===== src/rtl/shift_unit_scheduler_if.sv =====
// Request/response bundle for shift_unit_scheduler.
//   req_valid[i] / req_ready[i] : per-requester request handshake
//   req_op*/req_data*/req_shamt*: opcode, operand and shift amount per requester
//   resp_valid / resp_ready     : response handshake toward the consumer
//   resp_data/resp_id/resp_err  : result, issuing requester, illegal-op flag
// master = requesters plus result consumer, slave = scheduler.
interface shift_unit_scheduler_if;
    logic [1:0]  req_valid;
    logic [1:0]  req_ready;
    logic [2:0]  req_op0;
    logic [31:0] req_data0;
    logic [4:0]  req_shamt0;
    logic [2:0]  req_op1;
    logic [31:0] req_data1;
    logic [4:0]  req_shamt1;
    logic        resp_valid;
    logic        resp_ready;
    logic [31:0] resp_data;
    logic        resp_id;
    logic        resp_err;

    modport master (
        output req_valid, req_op0, req_data0, req_shamt0,
        output req_op1, req_data1, req_shamt1, resp_ready,
        input  req_ready, resp_valid, resp_data, resp_id, resp_err
    );

    modport slave (
        input  req_valid, req_op0, req_data0, req_shamt0,
        input  req_op1, req_data1, req_shamt1, resp_ready,
        output req_ready, resp_valid, resp_data, resp_id, resp_err
    );
endinterface


===== src/rtl/shift_unit_scheduler.sv =====
// Shares one external combinational 32-bit barrel shifter between two
// requesters with round-robin arbitration. Each request is decoded into
// shifter dir/feedinbit/shamt controls; rotates take two shifter passes
// whose results are OR-ed. One request is in flight at a time.
// Ports:
//   clk, rst       : clock, synchronous active-high reset
//   bus (slave)    : request handshake per requester, tagged response port
//   sh_in/sh_shamt/sh_dir/sh_feedinbit : controls to the shifter
//   sh_out         : shifter result (combinational from the controls)
//   busy           : high whenever the scheduler is not idle
// Parameter ROT_EN: 1 = rotates supported, 0 = rotates flagged as errors.
module shift_unit_scheduler #(
    parameter bit ROT_EN = 1'b1
) (
    input  logic                  clk,
    input  logic                  rst,
    shift_unit_scheduler_if.slave bus,
    output logic [31:0]           sh_in,
    output logic [4:0]            sh_shamt,
    output logic                  sh_dir,
    output logic                  sh_feedinbit,
    input  logic [31:0]           sh_out,
    output logic                  busy
);

    localparam logic [2:0] OP_SLL = 3'b000;
    localparam logic [2:0] OP_SRL = 3'b001;
    localparam logic [2:0] OP_SRA = 3'b010;
    localparam logic [2:0] OP_ROL = 3'b011;
    localparam logic [2:0] OP_ROR = 3'b100;

    typedef enum logic [1:0] {IDLE, PASS1, PASS2, DONE} state_t;

    state_t      state;
    logic        rr_ptr;
    logic [2:0]  op_q;
    logic [31:0] data_q;
    logic [4:0]  shamt_q;
    logic        id_q;
    logic [31:0] acc;
    logic        resp_valid_q;
    logic        resp_err_q;

    logic        grant_vld;
    logic        grant;

    function automatic logic op_is_rot(input logic [2:0] op);
        return (op == OP_ROL) || (op == OP_ROR);
    endfunction

    function automatic logic op_is_left(input logic [2:0] op);
        return (op == OP_SLL) || (op == OP_ROL);
    endfunction

    // Undefined encodings, and rotates when rotate support is compiled out.
    function automatic logic op_is_err(input logic [2:0] op);
        return (op > OP_ROR) || (op_is_rot(op) && !ROT_EN);
    endfunction

    // Round-robin pick: the pointed-to requester first, else the other one.
    always_comb begin
        grant_vld = 1'b0;
        grant     = rr_ptr;
        if (bus.req_valid[rr_ptr]) begin
            grant_vld = 1'b1;
            grant     = rr_ptr;
        end else if (bus.req_valid[~rr_ptr]) begin
            grant_vld = 1'b1;
            grant     = ~rr_ptr;
        end
    end

    always_comb begin
        bus.req_ready = 2'b00;
        if (state == IDLE && grant_vld) begin
            bus.req_ready[grant] = 1'b1;
        end
    end

    // Second rotate pass goes the other way by (32 - shamt) mod 32, which
    // is just the 5-bit two's complement of the captured amount.
    always_comb begin
        sh_in        = '0;
        sh_shamt     = '0;
        sh_dir       = 1'b0;
        sh_feedinbit = 1'b0;
        case (state)
            PASS1: begin
                sh_in        = data_q;
                sh_shamt     = shamt_q;
                sh_dir       = op_is_left(op_q);
                sh_feedinbit = (op_q == OP_SRA) & data_q[31];
            end
            PASS2: begin
                sh_in    = data_q;
                sh_shamt = 5'd0 - shamt_q;
                sh_dir   = ~op_is_left(op_q);
            end
            default: ;
        endcase
    end

    always_ff @(posedge clk) begin
        if (rst) begin
            state        <= IDLE;
            rr_ptr       <= 1'b0;
            op_q         <= '0;
            data_q       <= '0;
            shamt_q      <= '0;
            id_q         <= 1'b0;
            acc          <= '0;
            resp_valid_q <= 1'b0;
            resp_err_q   <= 1'b0;
        end else begin
            case (state)
                IDLE: begin
                    if (grant_vld) begin
                        op_q    <= grant ? bus.req_op1    : bus.req_op0;
                        data_q  <= grant ? bus.req_data1  : bus.req_data0;
                        shamt_q <= grant ? bus.req_shamt1 : bus.req_shamt0;
                        id_q    <= grant;
                        rr_ptr  <= ~grant;
                        state   <= PASS1;
                    end
                end
                PASS1: begin
                    resp_err_q <= op_is_err(op_q);
                    acc        <= op_is_err(op_q) ? data_q : sh_out;
                    // A rotate by zero is complete after one pass.
                    if (!op_is_err(op_q) && op_is_rot(op_q) && shamt_q != 5'd0) begin
                        state <= PASS2;
                    end else begin
                        state        <= DONE;
                        resp_valid_q <= 1'b1;
                    end
                end
                PASS2: begin
                    acc          <= acc | sh_out;
                    state        <= DONE;
                    resp_valid_q <= 1'b1;
                end
                DONE: begin
                    if (bus.resp_ready) begin
                        resp_valid_q <= 1'b0;
                        state        <= IDLE;
                    end
                end
                default: state <= IDLE;
            endcase
        end
    end

    assign bus.resp_valid = resp_valid_q;
    assign bus.resp_data  = acc;
    assign bus.resp_id    = id_q;
    assign bus.resp_err   = resp_err_q;
    assign busy           = (state != IDLE);

endmodule


===== src/flat_wrapper.sv =====
// flat-port wrapper written by rule: the top's interface ports become plain ports
module shift_unit_scheduler_flat 
#(
    parameter bit ROT_EN = 1'b1
)
  (clk, rst, sh_in, sh_shamt, sh_dir, sh_feedinbit, sh_out, busy, bus_req_valid, bus_req_op0, bus_req_data0, bus_req_shamt0, bus_req_op1, bus_req_data1, bus_req_shamt1, bus_resp_ready, bus_req_ready, bus_resp_valid, bus_resp_data, bus_resp_id, bus_resp_err);
  shift_unit_scheduler_if bus_i ();
  input  logic clk;
  input  logic rst;
  output logic [31:0] sh_in;
  output logic [4:0] sh_shamt;
  output logic sh_dir;
  output logic sh_feedinbit;
  input  logic [31:0] sh_out;
  output logic busy;
  input wire logic [$bits(bus_i.req_valid)-1:0] bus_req_valid;
  input wire logic [$bits(bus_i.req_op0)-1:0] bus_req_op0;
  input wire logic [$bits(bus_i.req_data0)-1:0] bus_req_data0;
  input wire logic [$bits(bus_i.req_shamt0)-1:0] bus_req_shamt0;
  input wire logic [$bits(bus_i.req_op1)-1:0] bus_req_op1;
  input wire logic [$bits(bus_i.req_data1)-1:0] bus_req_data1;
  input wire logic [$bits(bus_i.req_shamt1)-1:0] bus_req_shamt1;
  input wire logic [$bits(bus_i.resp_ready)-1:0] bus_resp_ready;
  output wire logic [$bits(bus_i.req_ready)-1:0] bus_req_ready;
  output wire logic [$bits(bus_i.resp_valid)-1:0] bus_resp_valid;
  output wire logic [$bits(bus_i.resp_data)-1:0] bus_resp_data;
  output wire logic [$bits(bus_i.resp_id)-1:0] bus_resp_id;
  output wire logic [$bits(bus_i.resp_err)-1:0] bus_resp_err;
  assign bus_i.req_valid = bus_req_valid;
  assign bus_i.req_op0 = bus_req_op0;
  assign bus_i.req_data0 = bus_req_data0;
  assign bus_i.req_shamt0 = bus_req_shamt0;
  assign bus_i.req_op1 = bus_req_op1;
  assign bus_i.req_data1 = bus_req_data1;
  assign bus_i.req_shamt1 = bus_req_shamt1;
  assign bus_i.resp_ready = bus_resp_ready;
  assign bus_req_ready = bus_i.req_ready;
  assign bus_resp_valid = bus_i.resp_valid;
  assign bus_resp_data = bus_i.resp_data;
  assign bus_resp_id = bus_i.resp_id;
  assign bus_resp_err = bus_i.resp_err;
  shift_unit_scheduler #(.ROT_EN(ROT_EN)) u_core (.clk(clk), .rst(rst), .bus(bus_i), .sh_in(sh_in), .sh_shamt(sh_shamt), .sh_dir(sh_dir), .sh_feedinbit(sh_feedinbit), .sh_out(sh_out), .busy(busy));
endmodule

===== config.mk =====
export PLATFORM = sky130hd
export DESIGN_NAME = shift_unit_scheduler_flat
export DESIGN_NICKNAME = d
export VERILOG_FILES = /design/src/rtl/shift_unit_scheduler_if.sv /design/src/rtl/shift_unit_scheduler.sv /design/src/flat_wrapper.sv
export SDC_FILE = /design/constraint.sdc
export NUM_CORES = 1
export LEC_CHECK = 0
export ABC_AREA = 1
export CAP_MARGIN = 5
export CORE_AREA = 2 2 123 125
export CTS_BUF_LIST = sky130_fd_sc_hd__clkbuf_4 sky130_fd_sc_hd__clkbuf_8
export DETAILED_ROUTE_END_ITERATION = 12
export DIE_AREA = 0 0 125 127
export SLEW_MARGIN = 20
export SYNTH_ARGS = -nofsm -noshare
export SYNTH_HDL_FRONTEND = slang
export SYNTH_SLANG_ARGS = --single-unit

===== constraint.sdc =====
create_clock -name clk -period 1.6 [get_ports clk]
set_input_delay 0.32 -clock clk [delete_from_list [all_inputs] [get_ports clk]]
set_output_delay 0.32 -clock clk [all_outputs]
set_load 0.03 [all_outputs]

# Yosys cells after proc, flatten, opt, wreduce, memory -nomap -nowiden

Index checks and enable logic that the tools add are counted.
Widths: inputs -> output; s select.

Logic and storage cells: 73
Input port bits: 117
Output and inout port bits: 77
Register bits after elaboration: 78

Bitwise logic cells: 5
Mux-type cells: 27
Magnitude comparators: 5
Reductions and logical operators: 17
Add/subtract/negate cells: 1
Equality and inequality tests: 9

Operators with widths:

| kind                | number |
|---|---|
| $mux 32             | 3 |
| $pmux 32 s2         | 1 |
| $or 32x32->32       | 1 |
| $mux 1              | 13 |
| $pmux 5 s2          | 1 |
| $pmux 2 s4          | 1 |
| $eq 3x2->1 const B  | 2 |
| $lt 1x2->1 const B  | 3 |
| $mux 2              | 3 |
| $mux 5              | 1 |
| $reduce_bool 5->1   | 1 |
| $sub 1x5->5 const A | 1 |
| $eq 2x2->1 const B  | 2 |
| $logic_and 1x1->1   | 4 |
| $ne 2x2->1 const B  | 2 |
| $reduce_and 2->1    | 2 |
| $reduce_bool 2->1   | 2 |
| $eq 3x3->1 const B  | 1 |
| $gt 3x3->1 const B  | 1 |
| $logic_not 3->1     | 1 |
| $mux 3              | 1 |
| $not 1->1           | 3 |
| $pmux 1 s3          | 1 |
| $reduce_and 3->1    | 1 |
| other kinds (11)    | 12 |

# Logic depth before layout (Yosys ltp)

Gate-level depths: netlist (run 1).

Depth in word-level cells: 10
Depth in mapped cells: 11
Mapped depth without buffers: 11

# Least setup slack after synthesis (run 1)

Ideal clock, no wire load.

Kind: reg2out
Start point: register u_core.state[0]
End point: output sh_shamt[3]
Data required time: 1.280 ns
Path buffers: 1
Stages on the path, launching flop included: 6
Arrival: 1.628 ns
Slack: -0.348 ns
Cell sequence: dfxtp_1 > inv_1 > ha_1 > clkbuf_1 > o21ai_0 > a21oi_1

Longest elaborated chain between the ends: 2
Elaborated cells on any way between the ends: 3
Those cells by class: eq/ne: 2; mux: 1

Ends and longest elaborated chain:

| item                                     | RTL line                    | source |
|---|---|---|
| from (decl)                              | shift_unit_scheduler.sv:34  | `state_t state;` |
| from (signal assigned)                   | shift_unit_scheduler.sv:105 | `state <= IDLE;` |
| from (signal assigned)                   | shift_unit_scheduler.sv:123 | `state <= PASS1;` |
| from (signal assigned)                   | shift_unit_scheduler.sv:131 | `state <= PASS2;` |
| $eq 2x2->1 or $eq 2x1->1 (tied branches) | shift_unit_scheduler.sv:87  | `case (state)` |
| $pmux 5 s2 *                             | shift_unit_scheduler.sv:87  |  |
| to (decl)                                | flat_wrapper.sv:11          | `output logic [4:0] sh_shamt;` |

Mark *: on every way between the ends. The rest lies on a longest branch, timed or not.

# Worst setup path after layout (run 1)

Start point: register u_core.state[1]
End point: output sh_shamt[3]

Same word-level chain as after synthesis.

==> flow_metrics.env, run 1 <==
export IMPL_status="finished with violations"
export IMPL_violations="negative setup slack"
export IMPL_period_needed_ns=1.96
export IMPL_antenna_cells=0
export IMPL_crit_type="register to output port"
export IMPL_crit_fanout=7
export IMPL_grt_first_pass_wirelength_mm=25.8
export IMPL_post_route_period_util_pct=122
export IMPL_avgRoutedWirePerCell_um=15.9
export IMPL_placementRows=44
export IMPL_timing_rr_end="u_core.bus.resp_data[13]"
export IMPL_hold_viol_final=0
export IMPL_synthTopCellsByCount="nand2_1, inv_1, dfxtp_1, nand3_1, a21oi_1"
export IMPL_synth_top_cell_by_area="dfxtp_1"
export IMPL_antenna_found_initial=0
export IMPL_final_util_pct=56.3
export IMPL_drive_above_1_share_pct=31.8
export IMPL_p_seq_share_pct=19.3
export IMPL_hold_path_class="register to register"
export IMPL_synth_cells=671
export IMPL_initial_core_util_pct=29.8
export IMPL_ir_worst_vdd_mv=0.756
export IMPL_cts_max_level=3
export IMPL_grt_ovfl_total=0
export IMPL_rsz0062_at_grt="true"
export IMPL_hpwlAfterDp_mm=11.5
export IMPL_syn_num_nets=795
export IMPL_insertion_delay_ns=0.37
export IMPL_num_nets_final=1035
export IMPL_yosysTopAreaCellShare_pct=36.3
export IMPL_crit_path_start_kind="register"
export IMPL_drc=0
export IMPL_grt_pass1_vias=4852
export IMPL_synth_area_top_cells="dfxtp_1, nand2_1, inv_1"
export IMPL_cts_sinks=78
export IMPL_cts_inserted_buffers=9
export IMPL_max_slew_margin_pct=65.1
export IMPL_yosys_cell_count_top_type="nand2_1"
export IMPL_swShare_pct=45.4
export IMPL_timing_rr_start="u_core.state[1]"
export IMPL_ant_nets=0
export IMPL_synth_edf_count=0
export IMPL_cts_tree="done"
export IMPL_fin_skew_ns=0.00777
export IMPL_p_leak_nw=3.98
export IMPL_ys_seq_area_share_pct=36.3
export IMPL_placed_area_sq_um=6550
export IMPL_maxCapViolCount=0
export IMPL_ioPinCount=194
export IMPL_grt_usage_pct=20.5
export IMPL_firstDrtPassIters=5
export IMPL_min_to="u_core.bus.resp_valid"
export IMPL_holdPathStages=2
export IMPL_multi_input_area_sq_um=2760
export IMPL_gp_congestion=0.866
export IMPL_slew_violations=0
export IMPL_synth_area_sq_um=4300
export IMPL_p_clk_share_pct=9.8
export IMPL_netlist_cell_type_count=22
export IMPL_grt_max_degree=34
export IMPL_ys_ff_latch=78
export IMPL_report_final_setup_viol=74
export IMPL_core_area_sq_um=14400
export IMPL_numPortBuffers=193
export IMPL_routed_via_density=4.66
export IMPL_regToRegSetupSlack_ns=-0.30
export IMPL_vias=5130
export IMPL_clock_path_buffers=2
export IMPL_p_int_mw=8.89
export IMPL_drt_total_wl_mm=17.5
export IMPL_hp_start="u_core.bus.resp_valid"
export IMPL_switchingPower_mw=7.38
export IMPL_finalWorstSetupSlack_ns=-0.357
export IMPL_pwr_share_comb_pct=70.9
export IMPL_syn_to_final_growth_pct=89.0
export IMPL_drtIter0Drc=346
export IMPL_tightest_slew_ns=0.524
export IMPL_async_reset_ff_share_pct=0
export IMPL_critPathCaptureType="output port"
export IMPL_cts_clk_slew_worst_paths_ns=0.08
export IMPL_post_route_cell_area_sq_um=8120
export IMPL_reg2reg_depth=11
export IMPL_die_area_sq_um=15900
export IMPL_fp_dieW_um=125
export IMPL_clockRootBuffer="clkbuf_8"
export IMPL_syn_avg_cell_area_sq_um=6.41
export IMPL_fmax_ghz=0.511
export IMPL_yosys_warnings=0
export IMPL_worstPathRequired_ns=1.28
export IMPL_nFillCells=1372
export IMPL_power_density_nw_per_um2=2000
export IMPL_synthFlopType="dfxtp_1"
export IMPL_seq_area_sq_um=1570
export IMPL_critPathArrivalTime_ns=1.64
export IMPL_die_y_um=127
registers in the layout, summed over array words and instances (netlist names), 2 cells and up:
signal and cells:
u_core.shamt_q 5, u_core.bus.resp_data 32, u_core.op_q 3, u_core.state 2, u_core.data_q 32
layer usage:
| layer | global-route usage (%) | part of all wire [%] | vias to the layer above |
|---|---|---|---|
| met5 | 0 | 0 | - |
| met4 | 6.80 | 1.9 | 0 |
| met3 | 3.98 | 5.9 | 23 |
| met2 | 32.2 | 46 | 175 |
| met1 | 28.3 | 46 | 2336 |
| li1 | - | - | 2596 |
per-stage QoR:
step | hold slack [ns] | total power, mW | setup WS [ns] | std cells | TNS [ns]
global route | 0.510 | 17.2 | -0.414 | 1100 | -25.39
global placement | 0.453 | 10.6 | -0.139 | 1047 | -6.54
CTS | 0.463 | 14.6 | -0.339 | 1082 | -16.66
finish | 0.463 | 16.3 | -0.357 | 1100 | -19.95
floorplan | 0.482 | 7.76 | -0.0635 | 671 | -0.510
detailed placement | 0.453 | 10.6 | -0.153 | 1047 | -8.45
layout by cell type, fill, tap and decap left out, types with 5 or more instances in the layout:
cell type,synthesis,layout
dlygate4sd2_1,0,35
nor3_2,0,5
clkdlybuf4s50_1,0,116
a21oi_1,37,10
nor3_1,27,21
nor2_1,6,6
clkbuf_8,0,11
nand2_4,0,41
buf_4,8,34
clkbuf_16,0,5
nand2_2,3,16
a211oi_1,27,19
nand3_1,44,41
buf_6,7,54
o211ai_1,12,12
dfxtp_2,0,5
inv_1,95,56
o21ai_0,7,5
dfxtp_1,78,73
a21oi_4,2,6
a21oi_2,0,23
buf_12,0,15
inv_2,3,34
nand2_1,280,226
buf_16,0,5
a211oi_2,1,9
final cells by class:
type	count	area share, %
timing repair buffer	268	36.6
inverter	98	4.82
clock inverter	4	0.554
tap	184	2.83
sequential	78	19.3
clock buffer	12	1.96
multi-input combinational	456	34.0
how the worst max path moves through the flow:
stage	startpoint	slack [ns]	cells past startpoint	end
2_1_floorplan	u_core.state[0]	-0.06	5	sh_shamt[3]
3_3_place_gp	bus_req_valid[1]	-0.14	4	bus_req_ready[1]
3_5_place_dp	bus_req_valid[0]	-0.15	8	u_core.shamt_q[4]
4_1_cts	u_core.state[0]	-0.34	5	sh_shamt[3]
5_1_grt	u_core.state[1]	-0.41	11	u_core.bus.resp_data[28]
6_report	u_core.state[1]	-0.36	5	sh_shamt[3]
critical path, stage by stage (launching register included):
cell and delay [ns]:
dfxtp_2 0.37, inv_4 0.05, ha_4 0.39, o21ai_0 0.14, a21oi_2 0.17, buf_6 0.15
power by group through the flow:
stage / Sequential [mW] / Combinational, mW / Clock [mW]
final: 3.14 / 11.5 / 1.59
after global routing: 3.21 / 12.3 / 1.70
after CTS: 3.05 / 9.95 / 1.61
after detailed placement: 3.06 / 7.55 / 0
after global placement: 3.06 / 7.51 / 0
after floorplan: 3.63 / 4.14 / 0
logic make-up (layout without fill, tap and decap cells):
group           Yosys count  after routing  share of synthesized area (%)
simple gates            363            363                           34.4
buf+inv                 137            382                           14.3
fa+ha+maj                 7              7                           2.04
compound gates           86             86                           13.0
flops                    78             78                           36.3
timing repair:
item	in CTS	in global routing
pin swaps	42	25
gates resized for setup	190	90
gates cloned	7	6
setup buffers	12	15
hold buffers	0	0
endpoints found under the hold margin	0	0
setup endpoints to repair	109	84
(Power assumes the default switching activity.)
==> run 2: changes to the inputs <==
CTS_BUF_LIST = sky130_fd_sc_hd__clkbuf_8   (was sky130_fd_sc_hd__clkbuf_4 sky130_fd_sc_hd__clkbuf_8)
==> run 2 against run 1 <==
Effect of this change:
- the run still ends with negative setup slack left
- non-clock buffer count unchanged
- global-route usage about the same
- fmax about the same
- via count about the same
- clock-buffer cell count down 1
==> flow_metrics.env, run 2 (synthesized netlist as in run 1, its figures left out) <==
export IMPL_slew_violations=0
export IMPL_cts_tree="done"
export IMPL_worstPathRequired_ns=1.28
export IMPL_path_buf_inv=2
export IMPL_pre_cts_slack_ns=-0.153
export IMPL_ir_worst_vdd_mv=0.753
export IMPL_post_route_period_util_pct=122
export IMPL_drive_above_1_share_pct=31.3
export IMPL_period_needed_ns=1.96
export IMPL_grt_pass1_vias=4828
export IMPL_drt_total_wl_mm=17.4
export IMPL_routed_via_density=4.67
export IMPL_critPathArrivalTime_ns=1.64
export IMPL_final_util_pct=56.1
export IMPL_syn_to_final_growth_pct=88.4
export IMPL_tightest_slew_ns=0.494
export IMPL_maxCapViolCount=0
export IMPL_hold_slack_ns=0.461
export IMPL_grt_max_degree=34
export IMPL_power_density_nw_per_um2=2000
export IMPL_status="finished with violations"
export IMPL_fin_skew_ns=0.00787
export IMPL_hold_viol_final=0
export IMPL_die_y_um=127
export IMPL_cts_inserted_buffers=9
export IMPL_gp_congestion=0.866
export IMPL_grt_usage_pct=20.4
export IMPL_max_stage_delay_ns=0.39
export IMPL_ant_nets=0
export IMPL_p_int_mw=8.85
export IMPL_grt_ovfl_total=0
export IMPL_initial_core_util_pct=29.8
export IMPL_p_seq_share_pct=19.4
export IMPL_core_area_sq_um=14400
export IMPL_tns_ns=-19.89
export IMPL_placementRows=44
export IMPL_hold_path_class="register to register"
export IMPL_antenna_cells=0
export IMPL_firstDrtPassIters=4
export IMPL_cts_clk_slew_worst_paths_ns=0.08
export IMPL_numPortBuffers=193
export IMPL_fp_dieW_um=125
export IMPL_ioPinCount=194
export IMPL_cts_sinks=78
export IMPL_drc=0
export IMPL_hpwlAfterDp_mm=11.5
export IMPL_fmax_ghz=0.510
export IMPL_crit_path_start_kind="register"
export IMPL_crit_chain="inv_4 > ha_4 > o21ai_0 > a21oi_2 > buf_6"
export IMPL_crit_slowest_cell="ha_4"
export IMPL_ctsHoldBuffers=0
export IMPL_violations="negative setup slack"
export IMPL_p_clk_share_pct=9.8
export IMPL_pwr_share_comb_pct=70.9
export IMPL_antenna_found_initial=0
export IMPL_post_route_cell_area_sq_um=8100
export IMPL_avgRoutedWirePerCell_um=15.9
export IMPL_grt_first_pass_wirelength_mm=25.8
export IMPL_clockRootBuffer="clkbuf_8"
export IMPL_finalWorstSetupSlack_ns=-0.359
export IMPL_layout_common_cells="nand2_1, clkdlybuf4s50_1, dfxtp_1"
export IMPL_p_leak_nw=3.97
export IMPL_switchingPower_mw=7.33
export IMPL_insertion_delay_ns=0.37
export IMPL_report_final_setup_viol=74
export IMPL_cts_max_level=3
export IMPL_placed_area_sq_um=6550
export IMPL_crit_type="register to output port"
export IMPL_die_area_sq_um=15900
export IMPL_drtIter0Drc=403
export IMPL_swShare_pct=45.3
export IMPL_vias=5132
export IMPL_critPathCaptureType="output port"
export IMPL_clock_path_buffers=2
export IMPL_layout_commonest_cell="nand2_1"
export IMPL_critPathTopFamily="adder cells"
export IMPL_crit_fanout=7
export IMPL_num_nets_final=1035
export IMPL_max_slew_margin_pct=67.0
export IMPL_rsz0062_at_grt="true"
## run 2: cell count changes in the layout (fill, tap and decap cells not counted), sizes merged
cell / delta
clkbuf: -1
inv: +1
## run 2: layout make-up
type	instances	area (sq um)
Multi-Input combinational cell	456	2740
Timing Repair Buffer	268	2970
Tap cell	184	230
Inverter	98	392
Clock inverter	5	48.8
Clock buffer	11	151
Fill cell	1375	6330
Sequential cell	78	1570
## run 2: worst register-to-register path: cells and delay by family (launching register included)
family | cells | cell delay, ns
DFF | 1 | 0.37
and+or+nand+nor | 2 | 0.28
buffers and inverters | 7 | 0.73
AOI/OAI and AO/OA | 1 | 0.08
adders and majority gates | 1 | 0.39
## run 2: final timing paths
path	startpoint	to	slack [ns]	cells after the start
min reg2reg	u_core.bus.resp_valid	u_core.bus.resp_valid	0.46	2
min	u_core.bus.resp_valid	u_core.bus.resp_valid	0.46	2
max reg2reg	u_core.state[1]	u_core.bus.resp_data[13]	-0.30	11
max	u_core.state[1]	sh_shamt[3]	-0.36	5
## run 2: power groups by stage
stage	clock, mW	combinational, mW	sequential (mW)
6_report	1.58	11.5	3.13
5_1_grt	1.68	12.2	3.21
4_1_cts	1.59	9.95	3.05
3_5_place_dp	0	7.55	3.06
3_3_place_gp	0	7.51	3.06
2_1_floorplan	0	4.14	3.63
## run 2: timing repair
| action | in CTS | in global routing |
|---|---|---|
| resized for setup | 190 | 85 |
| endpoints found under the setup margin | 109 | 84 |
| pin swaps | 42 | 22 |
| setup buffers | 12 | 15 |
| gates cloned | 7 | 6 |
## run 2: per-layer routing
metal	GRT usage, %	part of all wire (%)	vias to the layer above
li1	-	-	2591
met1	28.3	46	2357
met2	32.2	46	157
met3	3.85	5.4	27
met4	6.60	2.0	0
met5	0	0	-
## run 2: metrics by stage
stage | total power, mW | cells
5_1_grt | 17.1 | 1100
6_report | 16.2 | 1100
2_1_floorplan | 7.76 | 671
3_3_place_gp | 10.6 | 1047
3_5_place_dp | 10.6 | 1047
4_1_cts | 14.6 | 1082
==> edit 1, RTL diff (flow settings as in run 2) <==
The 4 states of `state_t` get a one-hot encoding in 4 bits.
--- a/src/rtl/shift_unit_scheduler.sv
+++ b/src/rtl/shift_unit_scheduler.sv
@@ -29,7 +29,7 @@
     localparam logic [2:0] OP_ROL = 3'b011;
     localparam logic [2:0] OP_ROR = 3'b100;
 
-    typedef enum logic [1:0] {IDLE, PASS1, PASS2, DONE} state_t;
+    typedef enum logic [3:0] {IDLE = 4'b0001, PASS1 = 4'b0010, PASS2 = 4'b0100, DONE = 4'b1000} state_t;
 
     state_t      state;
     logic        rr_ptr;
Formal check against the unedited RTL: no difference found for any inputs over 4 cycles, from zero or initial values and one cycle with rst high; so few cycles prove little.
==> edit 1 against run 2 <==
- the run still ends with setup timing left
- wire length increased by 5.9%
- area after synthesis increased by 9.5%
- setup slack better by 0.027 ns
- final area decreased by 3.6%
- largest cell class unchanged
- via count grew 6.6%
- die area unchanged
- critical endpoint is now sh_in[27]
- critical path depth up 4
- sequential cell count increased by 2
Power is not compared: it rests on default switching activity, and its combinational part moved more than twofold at a synthesized area within 25%.
==> edit 1: results (changes against run 2) <==
[placed_design]
place_area_um2 = 6940  ; was 6550 µm²
dp.cells = 1102  ; was 1047

[global_route]
grt_pass1_vias = 5105  ; was 4828
grt_use_total_pct = 22.4  ; was 20.4%

[timing]
final.setup.tns_ns = -11.97  ; was -19.89 ns
setup_slack_ns = -0.332  ; was -0.359 ns
setup_viol_count_final = 42  ; was 74
worstMarginPinSlew_ns = 0.461  ; was 0.494 ns
finClkSkew_ns = 0.00906  ; was 0.00787 ns

[drt]
routed-wl-met2_mm = 8.57  ; was 8.06 mm
dr_wl_met3_mm = 1.46  ; was 950 µm
vias_per_cell = 4.81  ; was 4.67
vias = 5473  ; was 5132
avgRoutedWirePerCell_um = 16.2  ; was 15.9 µm
drt_first_pass_iters = 5  ; was 4
drt_iter0_markers = 316  ; was 403
drt-met1-wl_mm = 8.06  ; was 8.08 mm

[cells_and_area]
fin_nets = 1068  ; was 1035
layout-drive-gt1-share_pct = 19.3  ; was 31.3%
num-fill-cells = 1479  ; was 1375

[yosys]
ys_seq_area_share_pct = 34.0  ; was 36.3%
synth_cell_types = 32  ; was 22
synthesis.nets = 860  ; was 795
synthTopCellsByArea = dfxtp_1 (34%), nand3_1 (14%), nand2_1 (9.9%), inv_1 (9.6%), a21oi_1 (7.5%)  ; was dfxtp_1 (36%), nand2_1 (24%), inv_1 (8.3%), nand3_1 (5.1%), a211oi_1 (4.7%)
syn_area_per_cell_um2 = 6.35  ; was 6.41 µm²
yosys-top-cells-count = nand3_1 (128), nand2_1 (124), inv_1 (121)  ; was nand2_1 (280), inv_1 (95), dfxtp_1 (78)

[critical_path]
startpoint = u_core.state[0]  ; was u_core.state[1]
path_max_fanout = 6  ; was 7
cpLargestDelayFamily = buffers and inverters  ; was adder cells

[outcome]
violations = setup timing  ; unchanged
outcome = complete, but fails checks  ; unchanged

-- edit 1: cell count changes after synthesis, moves of 16 or more --
cell and change:
a211oi_1 -27, nor2_1 +64, o21ai_1 +16, nand3_1 +84
a21oi_1 +34, nor3_1 -24, nand2_1 -156, o21ai_0 +45
inv_1 +26
-- edit 1: worst max path at each step --
stage / endpoint / slack, ns
floorplan: sh_shamt[1] / -0.10
global placement: bus_req_ready[1] / -0.1
detailed placement: bus_req_ready[1] / -0.11
CTS: sh_shamt[4] / -0.38
global route: sh_in[11] / -0.39
finish: sh_in[27] / -0.33
-- edit 1: routing by layer --
metal,track usage [%],vias up
met1,29.5,2484
met3,5.57,20
met2,35.7,202
li1,-,2767
met5,0,-
met4,8.04,0
-- edit 1: cells by family after synthesis --
| family | count (synthesis) | synth area share [%] |
|---|---|---|
| DFF | 80 | 34.0 |
| adders and majority gates | 2 | 0.532 |
| buffers and inverters | 178 | 17.3 |
| AOI/OAI and AO/OA | 143 | 15.6 |
| and+or+nand+nor | 337 | 32.4 |
| xor gates and xnor gates | 1 | 0.186 |
-- edit 1: layout make-up --
type	instances	area, µm²	area share [%]
timing repair buffer	248	2650	33.9
clock inverter	7	56.3	0.721
tap	184	230	2.95
sequential	80	1610	20.6
clock buffer	9	124	1.59
inverter	127	499	6.40
multi-input combinational	483	2640	33.8
-- edit 1: metrics by stage --
stage          setup slack [ns]  utilization (%)
3_3_place_gp            -0.0985             48.1
3_5_place_dp             -0.114             48.1
4_1_cts                  -0.383             52.6
6_report                 -0.332             54.1
5_1_grt                  -0.390             54.1
2_1_floorplan            -0.100                -
-- edit 1: power by group through the flow --
stage          logic, mW  clock network [mW]  registers, mW
2_1_floorplan       1.26                   0           2.46
3_3_place_gp        2.29                   0           2.36
3_5_place_dp        2.31                   0           2.36
4_1_cts             2.46                1.52           2.32
5_1_grt             2.88                1.59           2.35
6_report            2.65                1.48           2.33
-- edit 1: repair_timing --
action / CTS / global route
gates resized for setup: 156 / 21
pin swaps: 9 / 11
buffers inserted: 9 / 9
cloned: 1 / 3
endpoints found under the setup margin: 77 / 102
-- edit 1: worst min-delay path: stages (launching register included) --
cell and delay [ns]:
dfxtp_1 0.32, nand2_1 0.06, a21oi_1 0.05
==> edit 2, RTL diff (flow settings as in run 2) <==
Made on the original files. `ROT_EN` is set to 1'b1 in 2 places; all go to 1'b0.
--- a/src/rtl/shift_unit_scheduler.sv
+++ b/src/rtl/shift_unit_scheduler.sv
@@ -10,7 +10,7 @@
 //   busy           : high whenever the scheduler is not idle
 // Parameter ROT_EN: 1 = rotates supported, 0 = rotates flagged as errors.
 module shift_unit_scheduler #(
-    parameter bit ROT_EN = 1'b1
+    parameter bit ROT_EN = 1'b0
 ) (
     input  logic                  clk,
     input  logic                  rst,
--- a/src/flat_wrapper.sv
+++ b/src/flat_wrapper.sv
@@ -1,7 +1,7 @@
 // flat-port wrapper written by rule: the top's interface ports become plain ports
 module shift_unit_scheduler_flat 
 #(
-    parameter bit ROT_EN = 1'b1
+    parameter bit ROT_EN = 1'b0
 )
   (clk, rst, sh_in, sh_shamt, sh_dir, sh_feedinbit, sh_out, busy, bus_req_valid, bus_req_op0, bus_req_data0, bus_req_shamt0, bus_req_op1, bus_req_data1, bus_req_shamt1, bus_resp_ready, bus_req_ready, bus_resp_valid, bus_resp_data, bus_resp_id, bus_resp_err);
   shift_unit_scheduler_if bus_i ();
Function: changed (Yosys sat finds a counterexample within 4 cycles, from zero or initial values and one cycle with rst high).
==> edit 2 against run 2 <==
- the flow still finishes with violations (setup timing)
- area after synthesis up 12%
- largest cell class is now multi-input combinational cells
- sequential share of layout area is 1.3 points higher
- die area stayed put
- non-clock buffer count decreased by 20
- highest routed layer unchanged
- via count increased by 9.8%
- utilization fell by 3.5 points
- final area is 6.3% lower
- wire length up 4.0%
- sequential cell count is the same
- setup slack improved by 0.031 ns
Power is not compared: it rests on default switching activity, and its combinational part moved more than twofold at a synthesized area within 25%.
==> edit 2: results (changes against run 2) <==
[cells_and_area]
multi_input_gates = 541  ; was 456
inv_count = 114  ; was 98
fin_nets = 1114  ; was 1035
multi_input_area_share_pct = 35.0  ; was 33.8%
num-fill-cells = 1436  ; was 1375
clk_share_pct = 2.47  ; about the same
syn2layout_area_growth_pct = 58.0  ; was 88.4%
layout-drive-gt1-share_pct = 15.9  ; was 31.3%
seqCellArea_um2 = 1560  ; was 1570 µm²

[critical_path]
reg2reg_slack_ns = 0.09  ; was -0.30 ns
arrival_ns = 1.61  ; was 1.64 ns
r2r_cells = 9  ; was 11

[clock_network]
cts_setup_buffers = 11  ; was 12
postCtsResizedCells = 82  ; was 190

[yosys]
synthTopCellsByArea = dfxtp_1 (33%), nand3_1 (21%), nand2_1 (16%), inv_1 (8.5%), nor2_1 (3.8%)  ; was dfxtp_1 (36%), nand2_1 (24%), inv_1 (8.3%), nand3_1 (5.1%), a211oi_1 (4.7%)
synth-compound-area-share_pct = 7.69  ; was 13.0%
synthesis.nets = 911  ; was 795
postSynthCellCount = 789  ; was 671
ys_seq_area_share_pct = 32.5  ; was 36.3%
yosys.area_share.adder_pct = 1.30  ; was 2.04%
synth_cell_types = 21  ; was 22

[drt]
avgRoutedWirePerCell_um = 15.4  ; was 15.9 µm
drt_first_pass_iters = 5  ; was 4
drt_iter0_markers = 373  ; was 403

[global_route]
grt_max_degree = 57  ; was 34
grt_first_pass_wirelength_mm = 28.4  ; was 25.8 mm
grt_use_total_pct = 22.3  ; was 20.4%
grt_pass1_vias = 5384  ; was 4828

[outcome]
violations = setup timing  ; unchanged
outcome = complete, but fails checks  ; unchanged

[placed_design]
hpwlAfterDp_mm = 12.8  ; was 11.5 mm
place_area_um2 = 7030  ; was 6550 µm²
place_congestion = 0.812  ; was 0.866

[timing]
final.setup.tns_ns = -10.53  ; was -19.89 ns
finClkSkew_ns = 0.0163  ; was 0.00787 ns
setup_viol_count_final = 41  ; was 74
relSlewSlack_pct = 73.4  ; was 67.0%
setup_slack_ns = -0.329  ; was -0.359 ns

[hold_path]
worstHoldEndpoint = u_core.bus.resp_id  ; was u_core.bus.resp_valid

## edit 2: changes by cell type after synthesis, moves of 11 or more
cell      delta
a21oi_1     -28
o21ai_0     +16
a21boi_0    +22
nor3_1      -26
inv_1       +14
nand3b_1    +11
a211oi_1    -26
nand3_1    +160
nand2_1     -74
o211ai_1    -12
nor2_1      +43
## edit 2: cell families after synthesis
logic type,Yosys count
simple gates,475
buf+inv,170
flops,78
compound gates,61
fa+ha+maj,5
## edit 2: routing by layer
| layer | up-vias | track usage [%] | wire [µm] |
|---|---|---|---|
| li1 | 2905 | - | - |
| met5 | - | 0 | 0 |
| met3 | 21 | 3.98 | 1020 |
| met1 | 2519 | 28.5 | 7970 |
| met2 | 192 | 38.1 | 8820 |
| met4 | 0 | 7.52 | 333 |
## edit 2: critical path, cell delays in order, from the launching register on
cell      delay (ns)
dfxtp_2         0.34
inv_2           0.05
ha_4            0.34
inv_6           0.06
o21bai_4        0.16
a21oi_2         0.14
buf_6           0.15
